===== src/rtl/exc_sequencer.sv =====
// Multi-channel interrupt sequencer for the 5-stage MIPS pipeline: pending latches,
// fixed-priority selection, delay-slot-safe acceptance and EXL/ERET handshaking toward CP0.
module exc_sequencer #(
    parameter int               N_IRQ       = 6,
    parameter logic [N_IRQ-1:0] EDGE_MASK   = {N_IRQ{1'b0}},
    parameter int               RET_HOLDOFF = 1
) (
    input  logic             clk,
    input  logic             reset,
    input  logic [N_IRQ-1:0] irq,
    input  logic [N_IRQ-1:0] im,
    input  logic             ie,
    input  logic             id_valid,
    input  logic             id_uncertain_jump,
    input  logic             id_jmp,
    input  logic             id_eret,
    input  logic             stall,
    output logic             exl_set,
    output logic             exl_clr,
    output logic             if_flush,
    output logic             npc_from_epc,
    output logic             exl,
    output logic [3:0]       irq_id,
    output logic [N_IRQ-1:0] ip
);

    localparam logic [1:0] IDLE    = 2'd0;
    localparam logic [1:0] ARMED   = 2'd1;
    localparam logic [1:0] HANDLER = 2'd2;
    localparam logic [1:0] RETURN  = 2'd3;
    localparam logic [2:0] HOLD_INIT = 3'(RET_HOLDOFF);

    logic [1:0]       state;
    logic [1:0]       state_nxt;
    logic [2:0]       holdoff;
    logic [2:0]       holdoff_nxt;
    logic [N_IRQ-1:0] pend;
    logic [N_IRQ-1:0] pend_nxt;
    logic [N_IRQ-1:0] irq_d;
    logic [N_IRQ-1:0] active;
    logic [N_IRQ-1:0] take_mask;
    logic             exl_q;
    logic [3:0]       irq_id_q;
    logic [3:0]       win_idx;
    logic             prev_br;
    logic             advance;
    logic             safe;
    logic             req;
    logic             accept;
    logic             retire;

    // An instruction is interruptible only when it really leaves ID and is neither
    // a control transfer, an ERET, nor the delay slot of the previous one.
    assign advance = id_valid & ~stall;
    assign safe    = advance & ~id_uncertain_jump & ~id_jmp & ~id_eret & ~prev_br;
    assign active  = pend & im;
    assign req     = ie & ~exl_q & (holdoff == 3'd0) & (|active);
    assign accept  = ((state == IDLE) | (state == ARMED)) & req & safe;
    // ERET is forwarded in any state since CP0 owns EPC; gated so reset forces it low.
    assign retire  = reset & id_eret & advance;

    always_comb begin
        win_idx = 4'd0;
        for (int i = N_IRQ - 1; i >= 0; i--) begin
            if (active[i]) win_idx = 4'(i);
        end
    end

    // Edge channels are sticky until taken; a new edge in the take cycle survives.
    always_comb begin
        take_mask = '0;
        pend_nxt  = '0;
        for (int i = 0; i < N_IRQ; i++) begin
            take_mask[i] = accept && (win_idx == 4'(i));
            if (EDGE_MASK[i])
                pend_nxt[i] = (irq[i] & ~irq_d[i]) | (pend[i] & ~take_mask[i]);
            else
                pend_nxt[i] = irq[i];
        end
    end

    always_comb begin
        state_nxt   = state;
        holdoff_nxt = holdoff;
        case (state)
            IDLE: begin
                if (req) state_nxt = safe ? HANDLER : ARMED;
            end
            ARMED: begin
                if (!req)      state_nxt = IDLE;
                else if (safe) state_nxt = HANDLER;
            end
            HANDLER: begin
                if (retire) begin
                    state_nxt   = RETURN;
                    holdoff_nxt = HOLD_INIT;
                end
            end
            default: begin
                if (holdoff <= 3'd1) state_nxt = IDLE;
                holdoff_nxt = (holdoff == 3'd0) ? 3'd0 : holdoff - 3'd1;
            end
        endcase
    end

    always_ff @(posedge clk or negedge reset) begin
        if (!reset) begin
            state    <= IDLE;
            holdoff  <= 3'd0;
            pend     <= '0;
            irq_d    <= '0;
            exl_q    <= 1'b0;
            irq_id_q <= 4'd0;
            prev_br  <= 1'b0;
        end else begin
            state   <= state_nxt;
            holdoff <= holdoff_nxt;
            pend    <= pend_nxt;
            irq_d   <= irq;
            if (accept) begin
                exl_q    <= 1'b1;
                irq_id_q <= win_idx;
            end else if (retire) begin
                exl_q <= 1'b0;
            end
            if (advance) prev_br <= id_uncertain_jump | id_jmp;
        end
    end

    assign exl_set      = accept;
    assign if_flush     = accept;
    assign exl_clr      = retire;
    assign npc_from_epc = retire;
    assign exl          = exl_q;
    assign irq_id       = accept ? win_idx : irq_id_q;
    assign ip           = pend;

endmodule

===== config.mk =====
export PLATFORM = sky130hd
export DESIGN_NAME = exc_sequencer
export DESIGN_NICKNAME = d
export VERILOG_FILES = /design/src/rtl/exc_sequencer.sv
export SDC_FILE = /design/constraint.sdc
export NUM_CORES = 1
export LEC_CHECK = 0
export ABC_AREA = 0
export BUFFER_PORTS_ARGS = -buffer_cell sky130_fd_sc_hd__buf_2
export CAP_MARGIN = 10
export CORE_MARGIN = 10
export CORE_UTILIZATION = 30
export CTS_BUF_LIST = sky130_fd_sc_hd__clkbuf_16
export CTS_CLUSTER_DIAMETER = 60
export DETAILED_ROUTE_END_ITERATION = 8
export PLACE_DENSITY = 0.5
export SYNTH_ARGS = -nofsm -noshare
export SYNTH_HDL_FRONTEND = slang
export SYNTH_SLANG_ARGS = --single-unit

===== constraint.sdc =====
create_clock -name clk -period 3.2 [get_ports clk]
set_input_delay 0.48 -clock clk [delete_from_list [all_inputs] [get_ports clk]]
set_output_delay 0.48 -clock clk [all_outputs]
set_load 0.01 [all_outputs]

==> results of run 1 <==
## stage by stage
stage	total power [mW]	hold WS, ns	instance area, um2
after floorplan	0.243	0.184	896
after global placement	0.269	0.485	1100
after detailed placement	0.271	0.488	1100
after CTS	0.517	0.239	1180
after global routing	0.530	0.257	1180
final	0.509	0.233	1180
## area by class of cell
cell class              instances  area (um2)
fillers                       280        1630
multi-input cells              60         433
flip-flops and latches         17         425
repair buffers                 35         178
clock buffers                   3        75.1
well taps                      31        38.8
inverters                       6        22.5
clock inverters                 1        3.75
## worst max-delay path by stage
stage / to / startpoint / slack, ns
final: irq_id[0] / state[1]$_DFFE_PN0P_ / 0.55
after global routing: irq_id[0] / state[0]$_DFFE_PN0P_ / 0.38
after CTS: irq_id[0] / state[1]$_DFFE_PN0P_ / 0.52
after detailed placement: irq_id[0] / id_uncertain_jump / 0.75
after global placement: irq_id[0] / id_uncertain_jump / 0.77
after floorplan: irq_id[0] / id_uncertain_jump / 1.09
## logic make-up (layout without fill, tap and decap cells)
kind of cell	Yosys count	in the layout
mux	2	2
fa+ha+maj	4	4
flops	17	17
simple gates	31	31
buf+inv	8	45
compound gates	23	23
## critical path: stages, from the launching register on
cell	delay, ns
dfrtp_1	0.42
inv_1	0.11
ha_1	0.27
nor2_1	0.15
nor4b_4	0.44
mux2_2	0.39
buf_2	0.14
## flip-flops by register name, indices dropped and copies added, names as in the netlist
register	cells
exl	1
holdoff	3
ip	6
irq_id_q	4
prev_br	1
state	2
## placed cells by master, fill, tap and decap left out, types with 3 or more instances in the layout
master / n
ha_1: 4
nand2_1: 4
dfrtp_1: 17
nor2_1: 7
buf_2: 34
a22oi_1: 4
nand3_1: 3
clkbuf_16: 3
a21oi_1: 7
inv_1: 7
nor3_1: 4
## power groups by stage
| stage | clock network, mW | registers [mW] | logic [mW] |
|---|---|---|---|
| after floorplan | 0 | 0.230 | 0.0130 |
| after global routing | 0.258 | 0.226 | 0.0463 |
| after detailed placement | 0 | 0.229 | 0.0419 |
| after global placement | 0 | 0.228 | 0.0410 |
| after CTS | 0.250 | 0.225 | 0.0421 |
| final | 0.243 | 0.225 | 0.0409 |
## per-layer routing
layer,global-route usage (%),routed length [um],up-vias
li1,-,-,386
met1,10.6,1020,351
met2,14.7,1110,16
met3,3.15,135,2
met4,1.89,18,0
met5,0,0,-
==> flow_summary_export.csv, run 1 <==
group,metric,value,unit
outcome,outcome,"completed",
placed_design,hpwl,1910,um
global_routing,antenna_found_initial,0,
synth,syn_nets,109,
synth,synth_adder_area_share,5.59,%
layout,area_growth_syn_to_layout,31.3,%
clock_tree,cts_root_buf,"clkbuf_16",
layout,finish.utilization,41.9,%
global_routing,grt_max_degree,18,
setup_path,r2r_setup_slack,1.30,ns
synth,synth_seq_area_share,47.5,%
setup_path,cp_max_fo,7,
synth,synth_top_area_cell,"dfrtp_1",
setup_path,r2r-end,"irq_id_q[0]$_DFF_PN0_",
detailed_routing,vias_per_cell,4.93,
synth,ys_warn_count,0,
layout,layout.cells.non_filler,153,
power,internal_power,405,uW
clock_tree,cts_tree,"built",
detailed_routing,routed_wl,2280,um
synth,yosysUniqueCellTypes,32,
detailed_routing,dr.pass1.iters,2,
timing,hold_viol_final,0,
detailed_routing,drtIter0Drc,31,
synth,synth_xor_area_share,0,%
power,pwr-share-seq,44.2,%
synth,async_flop_share,100,%
synth,synth_area_leaders,"dfrtp_1 47%, ha_1 5.6%, a21oi_1 3.9%, a22oi_1 3.4%, nor2_1 2.9%",
timing,max_clock_freq,377,MHz
setup_path,endpoint_kind,"output port",
clock_tree,cts_max_path_buffers,2,
timing,fin_ws,0.551,ns
layout,fin_nets,147,
timing,rsz0062_at_grt,"no",
floorplanning,io_pins,35,
detailed_routing,drt-wirelength-per-cell,14.9,um
timing,setup_viol,0,
power,switching_share,20.3,%
global_routing,grt_pass1_vias,810,
layout,antennaDiodeCount,0,
setup_path,cp-start-kind,"register",
layout,drive_gt1_share,36.9,%
synth,syn_avg_cell_area,10.5,um2
setup_path,required,2.72,ns
placed_design,dp_slack,0.747,ns
global_routing,grt-ovfl-total,0,
floorplanning,fp.coreArea,0.00281,mm2
floorplanning,fp-row-count,19,
timing,finalCritPeriodShare,82.8,%
timing,tightest_slew,0.404,ns
detailed_routing,ant_nets,0,
detailed_routing,routed-via-count,755,
power,power_frac_comb,8.0,%
synth,syn_inst,85,
synth,synth_edf_count,0,
synth,ys_ff_latch,17,
clock_tree,cts_hold_buffers,0,
clock_tree,clk_latency,0.24,ns
power,powerDensity,432,mW/mm2
setup_path,rr_worst_depth,5,
synth,synth_top_area_share,47.5,%
setup_path,worstSetupPathType,"reg -> out",
flow_run,maxCapViolCount,0,
clock_tree,cts_inserted_buffers,3,
clock_tree,clk_transition_reported_paths,0.05,ns
floorplanning,die_x,74.6,um
synth,yosys.area_share.simple,22.8,%
timing,fin_tns_setup,0,ns
global_routing,grt_use_total,8.79,%
power,clock_power_share,47.7,%
power,vdd.ir_drop.worst,0.273,mV
timing,slew_headroom,73.0,%
placed_design,io_buffers,34,
clock_tree,cts_sinks,17,
clock_tree,cts_max_level,1,
hold_path,hp-class,"in -> async",
placed_design,placed_cells,149,
setup_path,rr_startpoint,"state[1]$_DFFE_PN0P_",
synth,synth_top_family_by_area,"simple AND/OR/NAND/NOR gates",
detailed_routing,drc_errors,0,
clock_tree,post_cts.repair.setup_buffers,0,
synth,synthMuxAreaShare,2.51,%
synth,syn_area,896,um2
timing,fin_crit,2.65,ns
floorplanning,dieHeight,74.6,um
synth,synth_commonest_cells,"17 x dfrtp_1, 7 x a21oi_1, 7 x nor2_1",
power,p_leak,0.608,nW
clock_tree,cts_resized,0,
power,switching_power,103,uW
floorplanning,initial_utilization,31.9,%
setup_path,cp.arrival,2.17,ns
timing,finalMaxSlewViolations,0,
floorplanning,die_area,0.00557,mm2
placed_design,gp_congestion,0.765,
global_routing,grt_pass1_wl,3820,um
synth,synth-compound-area-share,17.5,%
synth,yosysMostFrequentCell,"dfrtp_1",
timing,fin_skew,0.000976,ns
synth,synth_ff_type,"dfrtp_1",
(Power assumes the default switching activity.)
==> inputs of run 2 (changes only) <==
clock period = 2.6 ns   (was 3.2 ns; I/O delays follow)
==> run 2 against run 1 <==
Against the previous run:
- non-clock buffer count up 2
- wire length is 1.6% lower
- clock-buffer cell count stayed put
- sequential share of layout area down 0.53 points
- cell count increased by 1.3%
- largest cell class unchanged
- largest power group unchanged
==> flow_summary_export.csv, run 2 (synthesis results as in run 1) <==
group,metric,value,unit
placed_design,placed_area,0.00110,mm2
timing,fin_ws,0.206,ns
setup_path,cp-start-kind,"register",
timing,finalMaxSlewViolations,0,
timing,fin_skew,0.00355,ns
detailed_routing,routed_wl,2250,um
detailed_routing,routed-via-count,759,
power,pwr-share-seq,44.6,%
floorplanning,die_area,0.00557,mm2
power,switching_share,19.7,%
global_routing,grt_max_degree,18,
layout,drive_gt1_share,38.7,%
setup_path,cp_max_fo,7,
layout,final_common_cell,"buf_2",
layout,finish.utilization,42.6,%
layout,largest_reg_flops,6,
setup_path,worstSetupPathType,"reg -> out",
layout,final_cell_mix,"34 x buf_2, 17 x dfrtp_1, 7 x inv_1, 7 x nor2_1, 7 x a21oi_1",
clock_tree,cts_inserted_buffers,3,
floorplanning,dieHeight,74.6,um
placed_design,dp_slack,0.316,ns
timing,rsz0062_at_grt,"no",
outcome,outcome,"completed",
layout,area_growth_syn_to_layout,33.2,%
timing,max_clock_freq,418,MHz
timing,finalCritPeriodShare,92.1,%
floorplanning,die_x,74.6,um
timing,fin_crit,2.39,ns
floorplanning,fp.coreArea,0.00281,mm2
clock_tree,cts_max_path_buffers,2,
power,vdd.ir_drop.worst,0.427,mV
clock_tree,cts_root_buf,"clkbuf_16",
layout,fin_nets,149,
floorplanning,initial_utilization,31.9,%
layout,fill_cells,292,
clock_tree,clk_latency,0.24,ns
detailed_routing,vias_per_cell,4.90,
timing,setup_viol,0,
global_routing,grt-ovfl-total,0,
global_routing,grt_use_total,8.66,%
detailed_routing,drtIter0Drc,35,
timing,holdWs,0.148,ns
detailed_routing,wl_met1,991,um
layout,final_cell_area,0.00119,mm2
setup_path,critical-path-top-delay-family,"simple AND/OR/NAND/NOR gates",
setup_path,slowest_delay,0.41,ns
floorplanning,fp-row-count,19,
placed_design,io_buffers,34,
detailed_routing,drt-wirelength-per-cell,14.5,um
setup_path,cp.buffers_inverters,2,
placed_design,hpwl,1880,um
setup_path,required,2.21,ns
power,p_leak,0.618,nW
power,power_frac_comb,8.0,%
global_routing,grt_pass1_vias,786,
clock_tree,cts_sinks,17,
layout,antennaDiodeCount,0,
detailed_routing,wl_met2,1090,um
placed_design,gp_congestion,0.814,
timing,hold_viol_final,0,
global_routing,grt_pass1_wl,3710,um
power,powerDensity,521,mW/mm2
clock_tree,cts_tree,"built",
detailed_routing,highest_layer,"met4",
flow_run,maxCapViolCount,0,
clock_tree,clk_transition_reported_paths,0.05,ns
global_routing,antenna_found_initial,0,
setup_path,slowest_stage,"dfrtp_1",
timing,tightest_slew,0.387,ns
detailed_routing,ant_nets,0,
setup_path,endpoint_kind,"output port",
detailed_routing,drc_errors,0,
floorplanning,io_pins,35,
timing,slew_headroom,74.1,%
setup_path,crit_chain,"inv_1 -> ha_2 -> nor2_1 -> nor4b_4 -> mux2_2 -> buf_2",
power,clock_power_share,47.4,%
detailed_routing,dr_wl_met3,150,um
setup_path,cp.arrival,2.00,ns
hold_path,hp-class,"in -> async",
timing,fin_tns_setup,0,ns
power,internal_power,499,uW
power,switching_power,123,uW
detailed_routing,dr.pass1.iters,4,
clock_tree,cts_max_level,1,
run 2: metrics by stage:
stage          instances  total power, mW
2_1_floorplan         85            0.299
3_3_place_gp         149            0.332
3_5_place_dp         149            0.332
4_1_cts              153            0.634
5_1_grt              155            0.658
6_report             155            0.621
run 2: cell type report:
type | count | area, um2 | area share, %
multi-input combinational | 60 | 435 | 36.5
sequential | 17 | 425 | 35.6
timing repair buffer | 37 | 193 | 16.1
clock buffer | 3 | 75.1 | 6.29
tap | 31 | 38.8 | 3.25
inverter | 6 | 22.5 | 1.89
clock inverter | 1 | 3.75 | 0.314
run 2: path summary, 6_finish.rpt:
path	from	endpoint	slack [ns]	cells after the start
setup / recovery	state[1]$_DFFE_PN0P_	irq_id[0]	0.21	6
hold / removal	reset	irq_id_q[0]$_DFF_PN0_	0.15	2
setup reg to reg	ip[2]$_DFF_PN0_	state[1]$_DFFE_PN0P_	0.74	5
hold reg to reg	irq_id_q[0]$_DFF_PN0_	irq_id_q[0]$_DFF_PN0_	0.50	1
max in group asynchronous	reset	ip[3]$_DFF_PN0_	2.26	2
min in group clk	irq[3]	ip[3]$_DFF_PN0_	0.25	1
run 2: power by group through the flow:
stage / Clock (mW) / Sequential (mW) / Combinational [mW]
floorplan: 0 / 0.283 / 0.0160
global placement: 0 / 0.281 / 0.0504
detailed placement: 0 / 0.281 / 0.0511
CTS: 0.307 / 0.277 / 0.0511
global route: 0.324 / 0.277 / 0.0563
finish: 0.294 / 0.277 / 0.0500
run 2: what timing repair did:
action	4_1_cts	5_1_grt
hold buffers	0	0
buffers inserted	0	2
gates resized for setup	0	1
setup endpoints to repair	0	3
run 2: metal layers:
| layer | track usage (%) | vias to the layer above |
|---|---|---|
| li1 | - | 389 |
| met1 | 10.3 | 352 |
| met2 | 13.8 | 16 |
| met3 | 3.94 | 2 |
| met4 | 2.52 | 0 |
| met5 | 0 | - |
==> inputs of run 3 (changes only) <==
ABC_AREA = 1   (was 0)
PLACE_DENSITY = 0.51   (was 0.5)
clock period = 2.15 ns   (was 2.6 ns; I/O delays follow)
==> run 3 against run 2 <==
Against the previous run:
- setup slack lost 0.041 ns
- critical path depth is 1 higher
- hold slack got worse by 0.080 ns
- flip-flop and latch count unchanged
- sequential power is 48% higher
- sequential share of layout area shrank 1.2 points
- non-clock buffer count down 2
- clock power grew 27%
- clock-buffer cell count unchanged
- cell area is 3.5% higher
- clock skew up 0.0012 ns
- critical path type unchanged
==> flow_summary_export.csv, run 3 <==
group,metric,value,unit
clock_tree,cts_sinks,17,
layout,final_cell_mix,"34 x buf_2, 28 x nand2_1, 17 x dfrtp_1, 13 x inv_1, 9 x nor2_1",
layout,largest_reg_flops,6,
detailed_routing,drc_errors,0,
global_routing,globalRouteMet3Util,4.43,%
synth,ys_warn_count,0,
clock_tree,cts_max_path_buffers,2,
synth,synth_edf_count,0,
timing,fin_tns_setup,0,ns
detailed_routing,vias_per_cell,4.49,
synth,synth_area_leaders,"dfrtp_1 46%, nand2_1 11%, ha_1 5.4%, inv_1 5.2%, nand3_1 3.8%",
clock_tree,cts_inserted_buffers,3,
global_routing,grt_pass1_wl,3800,um
synth,yosysUniqueCellTypes,24,
layout,finish.utilization,41.1,%
power,p_total,1.29,mW
global_routing,antenna_found_initial,0,
floorplanning,fp-row-count,20,
synth,syn_inst,108,
floorplanning,initial_utilization,31.0,%
timing,slew_headroom,77.9,%
timing,fin_crit,1.99,ns
clock_tree,cts_max_level,1,
setup_path,r2r_setup_slack,0.69,ns
setup_path,slowest_stage,"dfrtp_1",
clock_tree,post_cts.repair.setup_buffers,0,
placed_design,hpwl,1800,um
synth,async_flop_share,100,%
floorplanning,fp.coreArea,0.00300,mm2
floorplanning,die_area,0.00574,mm2
global_routing,busiest_layer,"met2",
detailed_routing,dr.pass1.iters,4,
power,p_leak,0.699,nW
clock_tree,cts_root_buf,"clkbuf_16",
detailed_routing,ant_nets,0,
synth,syn_avg_cell_area,8.63,um2
timing,setup_viol,0,
layout,area_growth_syn_to_layout,32.5,%
synth,syn_area,932,um2
synth,ys_ff_latch,17,
global_routing,grt_use_total,8.87,%
global_routing,met2_usage,14.3,%
detailed_routing,drt-wirelength-per-cell,12.4,um
synth,syn_nets,132,
power,vdd.ir_drop.worst,0.451,mV
synth,synth_ff_type,"dfrtp_1",
setup_path,r2r-end,"state[1]$_DFFE_PN0P_",
placed_design,placed_cells,174,
clock_tree,clk_latency,0.25,ns
setup_path,worstSetupPathType,"reg -> out",
power,powerDensity,1040,mW/mm2
setup_path,cp_max_fo,9,
timing,rsz0062_at_grt,"no",
clock_tree,cts_tree,"built",
global_routing,grt-ovfl-total,0,
layout,fin_nets,170,
layout,layout.cells.non_filler,178,
layout,drive_gt1_share,38.6,%
detailed_routing,routed_wl,2210,um
setup_path,rr_startpoint,"state[0]$_DFFE_PN0P_",
setup_path,endpoint_kind,"output port",
detailed_routing,drtIter0Drc,11,
flow_run,maxCapViolCount,0,
setup_path,path_common_cell,"inv_1",
clock_tree,clk_transition_reported_paths,0.05,ns
layout,fill_cells,319,
timing,finalMaxSlewViolations,0,
layout,final_common_cell,"buf_2",
placed_design,gp_congestion,0.822,
timing,hold_viol_final,0,
placed_design,io_buffers,34,
global_routing,grtUsageMet1,9.63,%
synth,synth_top_area_cell,"dfrtp_1",
synth,synth_commonest_cells,"28 x nand2_1, 17 x dfrtp_1, 13 x inv_1",
timing,finalCritPeriodShare,92.3,%
setup_path,crit_chain,"inv_1 -> ha_4 -> nor2_1 -> inv_1 -> nand4_4 -> o21ai_1 -> buf_2",
hold_path,hp-class,"in -> async",
timing,max_clock_freq,504,MHz
synth,synth_seq_area_share,45.6,%
floorplanning,dieHeight,75.7,um
detailed_routing,routed-via-count,799,
floorplanning,die_x,75.7,um
outcome,outcome,"completed",
setup_path,slowest_delay,0.41,ns
global_routing,grt_max_degree,18,
timing,fin_skew,0.00476,ns
setup_path,cp-start-kind,"register",
synth,yosysMostFrequentCell,"nand2_1",
setup_path,cp.arrival,1.66,ns
layout,antennaDiodeCount,0,
timing,tightest_slew,0.328,ns
floorplanning,io_pins,35,
synth,synth_top_area_share,45.6,%
global_routing,grt_pass1_vias,839,
setup_path,required,1.83,ns
setup_path,rr_worst_depth,8,
[run 3: cell types whose count changed after synthesis, moves of 3 or more]
cell	previous run	this run
nand2_1	4	28
nor3_1	4	1
o21ai_1	0	4
nand3_1	3	7
a21oi_1	7	3
a22oi_1	4	0
inv_1	6	13
[run 3: logic make-up (layout without fill, tap and decap cells)]
| family | count (synthesis) | after routing | synth area share, % |
|---|---|---|---|
| and+or+nand+nor | 58 | 58 | 32.9 |
| DFF | 17 | 17 | 45.6 |
| buffers and inverters | 16 | 53 | 7.25 |
| AOI/OAI and AO/OA | 13 | 13 | 8.86 |
| adders and majority gates | 4 | 4 | 5.37 |
[run 3: worst max-delay path by stage]
stage / slack [ns] / endpoint / start / cells past startpoint
after CTS: 0.05 / irq_id[1] / state[1]$_DFFE_PN0P_ / 7
after global placement: 0.41 / irq_id[2] / state[1]$_DFFE_PN0P_ / 7
final: 0.16 / irq_id[0] / state[0]$_DFFE_PN0P_ / 7
after floorplan: 0.53 / if_flush / state[1]$_DFFE_PN0P_ / 7
after detailed placement: 0.33 / irq_id[1] / state[1]$_DFFE_PN0P_ / 7
after global routing: 0.02 / irq_id[0] / state[1]$_DFFE_PN0P_ / 7
[run 3: report_power, final]
group          internal (mW)  switching, mW
registers              0.369         0.0424
logic                  0.206          0.300
clock network          0.247          0.125
total                  0.822          0.468
[run 3: layout make-up]
class                      count  area (um2)  share of cell area [%]
tap                           33        41.3                    3.34
sequential                    17         425                    34.4
clock buffer                   3        75.1                    6.08
multi-input combinational     75         459                    37.2
clock inverter                 1        3.75                   0.304
timing repair buffer          35         178                    14.4
inverter                      14        52.6                    4.26
[run 3: what timing repair did]
| action | 4_1_cts | 5_1_grt |
|---|---|---|
| setup endpoints to repair | 0 | 4 |
| hold buffers | 0 | 0 |
| gates resized for setup | 0 | 5 |
[run 3: per-layer routing]
| metal | share of wire [%] | vias to the layer above | wire (um) |
|---|---|---|---|
| met5 | 0 | - | 0 |
| met2 | 47 | 19 | 1050 |
| met1 | 44 | 363 | 962 |
| met4 | 1.3 | 0 | 29 |
| met3 | 7.7 | 2 | 171 |
| li1 | - | 415 | - |
[run 3: through the flow]
step           hold slack [ns]  worst slack (ns)  area [um2]
4_1_cts                 0.0760            0.0535        1210
6_report                0.0679             0.165        1230
3_3_place_gp             0.344             0.408        1140
2_1_floorplan           0.0269             0.534         932
3_5_place_dp             0.343             0.327        1140
5_1_grt                 0.0840            0.0239        1230
[run 3: worst max-delay path: cells and delay by family (launching register included)]
kind,cells,cell delay (ns)
AOI/OAI and AO/OA,1,0.18
buffers and inverters,3,0.41
and+or+nand+nor,2,0.23
DFF,1,0.41
adders and majority gates,1,0.18
